### config.mk
export PLATFORM = sky130hd
export DESIGN_NAME = dac_ddr_tx
export DESIGN_NICKNAME = d
export VERILOG_FILES = /design/src/rtl/dac_ddr_tx_pkg.sv /design/src/rtl/dac_tx_fifo.sv /design/src/rtl/dac_ddr_tx.sv
export SDC_FILE = /design/constraint.sdc
export NUM_CORES = 1
export LEC_CHECK = 0
export ABC_AREA = 0
export CAP_MARGIN = 25
export CORE_MARGIN = 2
export CORE_UTILIZATION = 55
export CTS_CLUSTER_SIZE = 24
export DETAILED_ROUTE_END_ITERATION = 8
export GPL_TIMING_DRIVEN = 0
export MAX_ROUTING_LAYER = met4
export PLACE_DENSITY = 0.81
export SETUP_SLACK_MARGIN = 0.05
export SLEW_MARGIN = 20
export SYNTH_ARGS = -nofsm -noshare
export SYNTH_HDL_FRONTEND = slang
export SYNTH_SLANG_ARGS = --single-unit
### constraint.sdc
create_clock -name dac_clk -period 8.1 [get_ports dac_clk]
set_clock_uncertainty 0.1 [all_clocks]
set_input_delay 0.81 -clock dac_clk [delete_from_list [all_inputs] [get_ports dac_clk]]
set_output_delay 0.81 -clock dac_clk [all_outputs]
set_load 0.05 [all_outputs]
### src/rtl/dac_ddr_tx_pkg.sv
// Shared definitions for the DAC DDR transmit path.
//   tx_state_t    : sequencer state encoding (IDLE, SYNC, PRIME, RUN)
//   LANES_PER_SET : samples carried per sample set (A0, A1, B0, B1)
//   set_width()   : bit width of one sample set for a given sample width
//   idle_code()   : code driven to the DAC when no data is being sent
package dac_ddr_tx_pkg;

  typedef enum logic [1:0] {
    ST_IDLE  = 2'd0,
    ST_SYNC  = 2'd1,
    ST_PRIME = 2'd2,
    ST_RUN   = 2'd3
  } tx_state_t;

  localparam int LANES_PER_SET = 4;

  function automatic int set_width(input int nbits);
    return LANES_PER_SET * nbits;
  endfunction

  // Offset binary idles at midscale (MSB set); two's complement idles at zero.
  function automatic logic [31:0] idle_code(input int nbits, input bit twos_comp);
    logic [31:0] code;
    code = 32'd0;
    if (!twos_comp) code = 32'd1 << (nbits - 1);
    return code;
  endfunction

endpackage

### src/rtl/dac_tx_fifo.sv
// First-word-fall-through elastic FIFO built from a register array.
//   clk, rst : clock, asynchronous active-high reset
//   flush    : empties the FIFO on the next edge; overrides push and pop
//   push/din : write one entry (ignored when full)
//   pop/dout : dout always shows the oldest entry; pop retires it (ignored when empty)
//   full, empty, level : occupancy status
module dac_tx_fifo #(
  parameter int W     = 48,
  parameter int DEPTH = 8
) (
  input  logic                       clk,
  input  logic                       rst,
  input  logic                       flush,
  input  logic                       push,
  input  logic [W-1:0]               din,
  input  logic                       pop,
  output logic [W-1:0]               dout,
  output logic                       full,
  output logic                       empty,
  output logic [$clog2(DEPTH):0]     level
);

  localparam int AW = $clog2(DEPTH);
  localparam int LW = AW + 1;

  logic [W-1:0]  mem [DEPTH];
  logic [AW-1:0] wr_ptr;
  logic [AW-1:0] rd_ptr;
  logic [LW-1:0] count;
  logic          do_push;
  logic          do_pop;

  assign full    = (count == LW'(DEPTH));
  assign empty   = (count == '0);
  assign do_push = push & ~full;
  assign do_pop  = pop & ~empty;
  assign dout    = mem[rd_ptr];
  assign level   = count;

  // DEPTH is a power of two, so pointer wrap is the natural binary rollover.
  always_ff @(posedge clk or posedge rst) begin
    if (rst) begin
      wr_ptr <= '0;
      rd_ptr <= '0;
      count  <= '0;
    end else if (flush) begin
      wr_ptr <= '0;
      rd_ptr <= '0;
      count  <= '0;
    end else begin
      if (do_push) wr_ptr <= wr_ptr + AW'(1);
      if (do_pop)  rd_ptr <= rd_ptr + AW'(1);
      case ({do_push, do_pop})
        2'b10:   count <= count + LW'(1);
        2'b01:   count <= count - LW'(1);
        default: count <= count;
      endcase
    end
  end

  // Storage needs no reset: entries are only visible once count covers them.
  always_ff @(posedge clk) begin
    if (do_push && !flush) mem[wr_ptr] <= din;
  end

endmodule

### src/rtl/dac_ddr_tx.sv
// DAC transmit sequencer: accepts two-phase sample sets for channels A and B,
// buffers them in an elastic FIFO and drives registered D1 (phase 0) / D2
// (phase 1) values towards the pin-level ODDR wrapper, plus the DAC sync strobe.
//   dac_clk, user_rst      : line clock, asynchronous active-high reset
//   user_enable            : level; low returns to IDLE and flushes the FIFO
//   user_sync              : one-cycle request to restart the sync sequence
//   s_valid/s_ready, s_*   : sample-set input handshake and samples
//   dac_da_*, dac_db_*     : registered samples to the ODDR D1/D2 inputs
//   dac_sync               : sync strobe, high for SYNC_CYCLES per sequence
//   tx_active              : high while in RUN
//   underflow/_clr         : sticky "FIFO ran dry in RUN" flag and its clear
//   fifo_level             : current FIFO occupancy
//
// Handshake: a sample set transfers on any rising edge where s_valid and
// s_ready are both high; s_ready depends only on state and FIFO fullness, never
// on s_valid. A transfer on an edge that also enters IDLE or SYNC is dropped.
module dac_ddr_tx
  import dac_ddr_tx_pkg::*;
#(
  parameter int NBITS       = 12,
  parameter int FIFO_DEPTH  = 8,
  parameter int SYNC_CYCLES = 16,
  parameter int TWOS_COMP   = 0,
  // Occupancy that ends PRIME; valid range 1..FIFO_DEPTH.
  parameter int PRIME_LEVEL = FIFO_DEPTH / 2
) (
  input  logic                          dac_clk,
  input  logic                          user_rst,
  input  logic                          user_enable,
  input  logic                          user_sync,
  input  logic                          s_valid,
  output logic                          s_ready,
  input  logic [NBITS-1:0]              s_da_0,
  input  logic [NBITS-1:0]              s_da_1,
  input  logic [NBITS-1:0]              s_db_0,
  input  logic [NBITS-1:0]              s_db_1,
  output logic [NBITS-1:0]              dac_da_0,
  output logic [NBITS-1:0]              dac_da_1,
  output logic [NBITS-1:0]              dac_db_0,
  output logic [NBITS-1:0]              dac_db_1,
  output logic                          dac_sync,
  output logic                          tx_active,
  output logic                          underflow,
  input  logic                          underflow_clr,
  output logic [$clog2(FIFO_DEPTH):0]   fifo_level
);

  localparam int SW = set_width(NBITS);
  localparam int LW = $clog2(FIFO_DEPTH) + 1;
  localparam int CW = $clog2(SYNC_CYCLES) + 1;

  localparam logic [NBITS-1:0] IDLE_CODE = NBITS'(idle_code(NBITS, TWOS_COMP != 0));
  localparam logic [SW-1:0]    IDLE_SET  = {LANES_PER_SET{IDLE_CODE}};
  // The entry edge already produces the first strobe cycle, so the counter
  // holds the number of strobe cycles still to come after the current one.
  localparam logic [CW-1:0]    SYNC_LOAD = CW'(SYNC_CYCLES - 1);

  tx_state_t     state;
  logic [CW-1:0] sync_cnt;
  logic [SW-1:0] dac_set;

  logic [SW-1:0] fifo_din;
  logic [SW-1:0] fifo_dout;
  logic          fifo_full;
  logic          fifo_empty;
  logic [LW-1:0] fifo_cnt;

  logic resync;
  logic flush;
  logic accepting;
  logic push;
  logic pop;
  logic underflow_set;

  assign resync    = user_sync & (state != ST_IDLE);
  // Any edge that lands in IDLE or (re)enters SYNC empties the buffer.
  assign flush     = ~user_enable | resync | (state == ST_IDLE);
  assign accepting = (state == ST_PRIME) | (state == ST_RUN);
  assign s_ready   = accepting & ~fifo_full;
  assign push      = s_valid & s_ready & ~flush;
  assign pop       = (state == ST_RUN) & ~flush;
  // Only an edge that stays in RUN with nothing to send counts as underflow.
  assign underflow_set = (state == ST_RUN) & user_enable & ~resync & fifo_empty;

  assign fifo_din   = {s_da_0, s_da_1, s_db_0, s_db_1};
  assign fifo_level = fifo_cnt;

  dac_tx_fifo #(
    .W     (SW),
    .DEPTH (FIFO_DEPTH)
  ) u_fifo (
    .clk   (dac_clk),
    .rst   (user_rst),
    .flush (flush),
    .push  (push),
    .din   (fifo_din),
    .pop   (pop),
    .dout  (fifo_dout),
    .full  (fifo_full),
    .empty (fifo_empty),
    .level (fifo_cnt)
  );

  always_ff @(posedge dac_clk or posedge user_rst) begin
    if (user_rst) begin
      state     <= ST_IDLE;
      sync_cnt  <= '0;
      dac_set   <= IDLE_SET;
      dac_sync  <= 1'b0;
      tx_active <= 1'b0;
    end else begin
      dac_set   <= IDLE_SET;
      dac_sync  <= 1'b0;
      tx_active <= 1'b0;
      if (!user_enable) begin
        state <= ST_IDLE;
      end else if (resync) begin
        state    <= ST_SYNC;
        sync_cnt <= SYNC_LOAD;
        dac_sync <= 1'b1;
      end else begin
        case (state)
          ST_IDLE: begin
            state    <= ST_SYNC;
            sync_cnt <= SYNC_LOAD;
            dac_sync <= 1'b1;
          end
          ST_SYNC: begin
            if (sync_cnt != '0) begin
              sync_cnt <= sync_cnt - CW'(1);
              dac_sync <= 1'b1;
            end else begin
              state <= ST_PRIME;
            end
          end
          ST_PRIME: begin
            if (fifo_cnt >= LW'(PRIME_LEVEL)) begin
              state     <= ST_RUN;
              tx_active <= 1'b1;
            end
          end
          ST_RUN: begin
            tx_active <= 1'b1;
            if (!fifo_empty) dac_set <= fifo_dout;
          end
          default: state <= ST_IDLE;
        endcase
      end
    end
  end

  // Set wins over clear so an underflow in the clearing cycle is not lost.
  always_ff @(posedge dac_clk or posedge user_rst) begin
    if (user_rst) begin
      underflow <= 1'b0;
    end else if (underflow_set) begin
      underflow <= 1'b1;
    end else if (underflow_clr) begin
      underflow <= 1'b0;
    end
  end

  assign dac_da_0 = dac_set[SW-1 -: NBITS];
  assign dac_da_1 = dac_set[SW-NBITS-1 -: NBITS];
  assign dac_db_0 = dac_set[2*NBITS-1 -: NBITS];
  assign dac_db_1 = dac_set[NBITS-1:0];

endmodule

==> results of run 1 <==
[Yosys cell counts (2+ instances only)]
| master | instances |
|---|---|
| nand4_1 | 2 |
| nor3_1 | 6 |
| clkbuf_1 | 14 |
| mux2i_1 | 50 |
| ha_1 | 10 |
| nand2_1 | 13 |
| dfrtp_1 | 64 |
| dfstp_2 | 4 |
| edfxtp_1 | 384 |
| o21ai_0 | 5 |
| nand2b_1 | 5 |
| nor2_1 | 64 |
| buf_2 | 20 |
| nand3_1 | 11 |
| or4b_4 | 2 |
| buf_6 | 2 |
| inv_1 | 8 |
| a21oi_1 | 8 |
| xor2_1 | 3 |
| xnor2_1 | 2 |
| a21o_1 | 2 |
| buf_4 | 3 |
| o21a_1 | 4 |
| mux4_2 | 96 |
[layout make-up]
class                   count  share of cell area (%)
plain buffers              39                   0.956
well taps                 396                    2.40
clock inverters            12                   0.430
clock buffers              71                    6.31
diodes                      6                  0.0726
repair buffers            137                    7.64
flip-flops and latches    452                    64.0
multi-input cells         308                    18.0
inverters                   8                   0.157
[cells by family after synthesis]
kind of cell | Yosys count | share of synthesized area, %
muxes | 148 | 15.7
AOI/OAI and AO/OA | 35 | 1.75
xor gates and xnor gates | 5 | 0.256
buffers and inverters | 47 | 1.33
and+or+nand+nor | 110 | 2.98
DFF | 452 | 77.3
adders and majority gates | 10 | 0.730
[cell usage in the layout (no fill, tap or decap), types with 3 or more instances in the layout]
| master | Yosys | routed |
|---|---|---|
| edfxtp_1 | 384 | 384 |
| clkdlybuf4s50_1 | 0 | 108 |
| mux4_2 | 96 | 96 |
| dfrtp_1 | 64 | 64 |
| nor2_1 | 64 | 58 |
| mux2i_1 | 50 | 50 |
| clkbuf_16 | 0 | 45 |
| clkbuf_1 | 14 | 32 |
| buf_2 | 20 | 20 |
| nand2_1 | 13 | 13 |
| buf_4 | 3 | 12 |
| nand3_1 | 11 | 11 |
| ha_1 | 10 | 10 |
| buf_16 | 0 | 10 |
| a21oi_1 | 8 | 8 |
| clkbuf_8 | 0 | 8 |
| inv_1 | 8 | 7 |
| buf_6 | 2 | 7 |
| diode_2 | 0 | 6 |
| nor2_4 | 0 | 6 |
| nand2b_1 | 5 | 5 |
| o21ai_0 | 5 | 5 |
| buf_12 | 0 | 5 |
| nor3_1 | 6 | 4 |
| o21a_1 | 4 | 4 |
| clkinv_2 | 0 | 4 |
| dfstp_2 | 4 | 4 |
| xor2_1 | 3 | 3 |
| nor3_2 | 1 | 3 |
| clkinv_1 | 0 | 3 |
[sequential cells by signal (all words and copies together), names as in the netlist]
name           count
dac_sync           1
state              2
u_fifo.mem       384
sync_cnt           5
underflow          1
u_fifo.rd_ptr      3
dac_set           48
u_fifo.wr_ptr      3
tx_active          1
u_fifo.level       4
[through the flow]
| stage | hold WS, ns | cells | power [mW] |
|---|---|---|---|
| 2_1_floorplan | 0.370 | 807 | 2.77 |
| 3_3_place_gp | 0.400 | 1311 | 2.85 |
| 3_5_place_dp | 0.401 | 1340 | 2.86 |
| 4_1_cts | 0.415 | 1423 | 4.80 |
| 5_1_grt | 0.437 | 1429 | 4.92 |
| 6_report | 0.412 | 1429 | 4.77 |
[critical path, cell delays in order (launching register included)]
cell and delay (ns):
dfrtp_1 0.41, inv_1 0.09, ha_1 0.23, nor2_1 0.23, nand2_1 0.16, or4_1 0.73
nor3_2 0.58, buf_4 0.31, buf_6 0.17, buf_6 0.16, buf_4 0.17
[power breakdown]
part	switching (mW)	total, mW	leakage (nW)	internal (mW)
combinational	0.153	0.256	1.73	0.103
clock	0.838	1.95	0.676	1.11
sequential	0.0147	2.56	4.37	2.55
total	1.01	4.77	6.77	3.76
[worst max path at each step]
stage                   endpoint   startpoint  cells past startpoint
6_report       u_fifo.mem[0][20]     state[0]                     10
5_1_grt        u_fifo.mem[0][20]     state[0]                     10
4_1_cts        u_fifo.mem[0][20]     state[0]                     10
3_5_place_dp   u_fifo.mem[0][20]    user_sync                      9
3_3_place_gp   u_fifo.mem[0][20]    user_sync                      5
2_1_floorplan   u_fifo.mem[0][0]  user_enable                      4
[metal layers]
metal | vias up | global-route usage [%] | wire length (um) | share of wire (%)
met3 | 62 | 4.87 | 2650 | 7.5
li1 | 3640 | - | - | -
met1 | 4369 | 31.3 | 14600 | 41
met2 | 378 | 34.9 | 17200 | 49
met5 | - | - | 0 | 0
met4 | 0 | 6.68 | 765 | 2.2
==> flow_metrics.py, run 1 <==
metrics = {
    "die": {
        "io-pin-count": 110,
        "fp.dieH_um": 181,
        "die_area_um2": 32600,
        "die_w_um": 181,
        "core-area_um2": 30700,
        "num_rows": 64,
        "start_util_pct": 55.9,
    },
    "drt": {
        "drtIter0Drc": 866,
        "num_vias": 8449,
        "routed_wl_um": 35200,
        "drcViolationCount": 0,
        "via_per_inst": 5.91,
        "dr.pass1.iters": 6,
        "antenna_left": 0,
        "wl_per_cell_um": 24.6,
    },
    "place": {
        "dp_hpwl_um": 22000,
        "place.gp.congestion": 0.806,
        "port_buffers": 108,
        "placed_cell_area_um2": 19300,
        "place_worst_setup_slack_ns": 3.96,
    },
    "worst_setup_path": {
        "worstReg2RegStart": "state[0]",
        "crit_path_end_kind": "flip-flop",
        "r2r_slack_ns": 4.47,
        "r2r_end": "u_fifo.mem[0][20]",
        "worstPathArrival_ns": 3.79,
        "worst-path-max-fanout": 8,
        "reg2reg_depth": 10,
        "startpoint_type": "flip-flop",
        "path_class": "flip-flop to flip-flop",
        "cp.required_ns": 8.26,
    },
    "hold_path": {
        "min_path_type": "flip-flop to flip-flop",
        "holdCritStartpoint": "sync_cnt[4]",
        "min_path_cells": 1,
        "min_to": "sync_cnt[4]",
    },
    "sta": {
        "fin_crit_sh_pct": 44.8,
        "relSlewSlack_pct": 38.0,
        "finalSetupViolations": 0,
        "worst_pin_slew_ns": 0.930,
        "hold_viol": 0,
        "drv_slew": 0,
        "fmax_mhz": 276,
        "min_period_ns": 3.63,
        "setup_ws_ns": 4.47,
        "tns_ns": 0,
        "rsz0062_at_grt": "no",
    },
    "yosys": {
        "synth-edff-count": 384,
        "synthCells": 807,
        "ys_ff_latch": 452,
        "synth_cell_types": 49,
        "synth-async-reset-ratio_pct": 15.0,
        "yosysTopAreaCell": "edfxtp_1",
        "synth_fp_nets": 871,
        "postSynthAreaPerCell_um2": 21.2,
        "synthTopCellsByArea": "edfxtp_1, mux4_2, dfrtp_1, mux2i_1, nor2_1",
        "ys_seq_area_share_pct": 77.3,
        "synth_flop_cell": "edfxtp_1",
        "synth_top_cell_area_share_pct": 67.3,
        "yosysWarnings": 0,
        "syn_area_um2": 17100,
    },
    "global_route": {
        "grt_util_all_layers_pct": 22.7,
        "overflow": 0,
        "grt_max_degree": 46,
        "grt_antenna_before_repair": 6,
        "grt_pass1_wl_um": 53800,
        "grt_pass1_vias": 8841,
    },
    "pwr": {
        "p_per_area_nw_per_um2": 230,
        "vdd_drop_max_mv": 0.187,
        "p_leak_nw": 6.77,
    },
    "layout": {
        "multi_input_area_um2": 3720,
        "fillers": 1877,
        "nets": 1055,
        "drive_above_1_share_pct": 23.4,
        "area_growth_pct": 20.7,
        "register_area_um2": 13200,
        "post-route-util_pct": 67.4,
        "post-route-cell-area_um2": 20700,
    },
    "run_status": {
        "outcome": "completed",
    },
    "clock_network": {
        "htreeDepth": 2,
        "post_cts_buffers": 0,
        "cts_tree": "yes",
        "clk_pin_slew_ns": 0.06,
        "postCtsResizedCells": 0,
        "cts_root_buffer": "clkbuf_16",
        "clk_path_buf_depth": 3,
        "cts_made_buffers": 45,
        "clock-sinks": 452,
        "cts_hold_buf": 0,
        "clock_latency_ns": 0.55,
    },
    "run": {
        "max-cap-violations": 0,
    },
}
(Power assumes the default switching activity.)
==> run 2: changes to the inputs <==
==> constraint.sdc (replaced) <==
create_clock -name dac_clk -period 3.4 [get_ports dac_clk]
set_clock_uncertainty 0.1 [all_clocks]
set_input_delay 0.34 -clock dac_clk [delete_from_list [all_inputs] [get_ports dac_clk]]
set_output_delay 0.34 -clock dac_clk [all_outputs]
set_load 0.05 [all_outputs]
==> flow_metrics.py, run 2 (synthesis results as in run 1) <==
metrics = {
    "place": {
        "port_buffers": 108,
        "place_worst_setup_slack_ns": -0.243,
        "place.gp.congestion": 0.791,
        "dp_hpwl_um": 21500,
        "placed_cell_area_um2": 19300,
    },
    "drt": {
        "antenna_left": 0,
        "drtIter0Drc": 688,
        "via_per_inst": 5.96,
        "dr.pass1.iters": 7,
        "num_vias": 8511,
        "drcViolationCount": 0,
        "wl_per_cell_um": 25.2,
        "routed_wl_um": 36000,
    },
    "die": {
        "die_area_um2": 32600,
        "die_w_um": 181,
        "num_rows": 64,
        "start_util_pct": 55.9,
        "core-area_um2": 30700,
        "io-pin-count": 110,
        "fp.dieH_um": 181,
    },
    "layout": {
        "mostFrequentLayoutCells": "edfxtp_1, clkdlybuf4s50_1, mux4_2",
        "multi_input_area_um2": 3740,
        "final_common_cell": "edfxtp_1",
        "drive_above_1_share_pct": 24.3,
        "area_growth_pct": 22.1,
        "largest_register_ffs": 384,
        "fillers": 1873,
        "nets": 1059,
        "top_register": "u_fifo.mem",
        "largestRegisters": "u_fifo.mem x384, dac_set x48, sync_cnt x5",
        "register_area_um2": 13200,
        "post-route-cell-area_um2": 20900,
    },
    "worst_setup_path": {
        "path_buf_inv": 4,
        "path_class": "flip-flop to flip-flop",
        "worst-path-max-fanout": 17,
        "cp_slowest_stage_delay_ns": 0.75,
        "worst_path_most_repeated_cell": "buf_16",
        "critPathSlowestCell": "or4_1",
        "startpoint_type": "flip-flop",
        "worstPathArrival_ns": 3.32,
        "cpLargestDelayFamily": "simple AND/OR/NAND/NOR gates",
        "crit_path_end_kind": "flip-flop",
        "cp.required_ns": 3.55,
        "cp_cell_sequence": "inv_1, ha_1, nor2_1, nand2_1, or4_1, nor2_4, buf_12, buf_16, buf_16",
    },
    "sta": {
        "drv_slew": 0,
        "rsz0062_at_grt": "no",
        "finalSetupViolations": 0,
        "setup_ws_ns": 0.224,
        "holdWs_ns": 0.00567,
        "fin_crit_sh_pct": 93.4,
        "relSlewSlack_pct": 35.6,
        "worst_pin_slew_ns": 0.966,
        "fmax_mhz": 315,
        "tns_ns": 0,
        "hold_viol": 0,
        "min_period_ns": 3.18,
    },
    "clock_network": {
        "clk_path_buf_depth": 3,
        "clk_pin_slew_ns": 0.06,
        "cts_root_buffer": "clkbuf_16",
        "cts_tree": "yes",
        "clock_latency_ns": 0.55,
        "cts_hold_buf": 0,
        "cts_made_buffers": 45,
        "clock-sinks": 452,
        "htreeDepth": 2,
    },
    "pwr": {
        "p_per_area_nw_per_um2": 557,
        "vdd_drop_max_mv": 0.397,
        "p_total_mw": 11.7,
        "p_leak_nw": 6.87,
    },
    "run": {
        "max-cap-violations": 0,
    },
    "global_route": {
        "grt_pass1_wl_um": 54100,
        "overflow": 0,
        "grt_max_degree": 51,
        "grt_antenna_before_repair": 1,
        "grt_pass1_vias": 8800,
        "grt_util_all_layers_pct": 23.1,
    },
    "hold_path": {
        "min_path_type": "primary input to async pin",
    },
    "run_status": {
        "outcome": "completed",
    },
}
==> run 2: cell count changes in the layout (fill, tap and decap cells not counted), moves of 2 or more <==
| cell | previous run | this run |
|---|---|---|
| buf_8 | 0 | 5 |
| clkinv_2 | 4 | 9 |
| buf_6 | 7 | 3 |
| clkbuf_8 | 8 | 4 |
| clkbuf_1 | 32 | 26 |
| nor3_4 | 0 | 2 |
| buf_16 | 10 | 15 |
| nor3_2 | 3 | 1 |
| bufinv_16 | 0 | 4 |
| diode_2 | 6 | 1 |
==> run 2: final timing paths <==
check / cells after the start / startpoint / end / slack (ns)
setup / recovery: 9 / state[0] / u_fifo.mem[6][5] / 0.22
hold / removal: 2 / user_rst / dac_set[19] / 0.006
setup reg to reg: 9 / state[0] / u_fifo.mem[6][5] / 0.22
hold reg to reg: 1 / sync_cnt[4] / sync_cnt[4] / 0.42
max in group asynchronous: 3 / user_rst / dac_set[11] / 2.59
min in group dac_clk: 3 / user_enable / state[1] / 0.04
==> run 2: metal layers <==
metal / global-route usage [%] / share of wire [%] / routed length [um] / vias to the layer above
met3: 3.96 / 6.6 / 2390 / 75
li1: - / - / - / 3644
met1: 30.3 / 40 / 14300 / 4417
met5: - / 0 / 0 / -
met4: 7.65 / 2.9 / 1050 / 0
met2: 37.4 / 51 / 18200 / 375
==> run 2: final cells by class <==
cell class                      count  share of cell area, %
Clock inverter                     22                   1.15
Sequential cell                   452                   63.3
Buffer                             39                  0.945
Tap cell                          396                   2.37
Multi-Input combinational cell    308                   17.9
Clock buffer                       62                   5.98
Inverter                            8                  0.156
Antenna cell                        1                 0.0120
Timing Repair Buffer              141                   8.23
==> run 2: metrics by stage <==
step           util, %  cells
6_report          68.2   1429
5_1_grt           68.2   1429
4_1_cts           68.0   1424
3_5_place_dp      63.1   1335
3_3_place_gp      61.1   1311
2_1_floorplan        -    807
==> run 2: timing repair <==
item / in CTS / in global routing
buffers inserted: 5 / 4
endpoints found under the setup margin: 71 / 36
resized for setup: 0 / 0
pin swaps: 4 / 1
==> run 2: power breakdown <==
part / total [mW] / switching, mW / internal [mW]
combinational: 0.615 / 0.367 / 0.248
clock: 4.94 / 2.04 / 2.90
sequential: 6.10 / 0.0359 / 6.07
total: 11.7 / 2.44 / 9.22
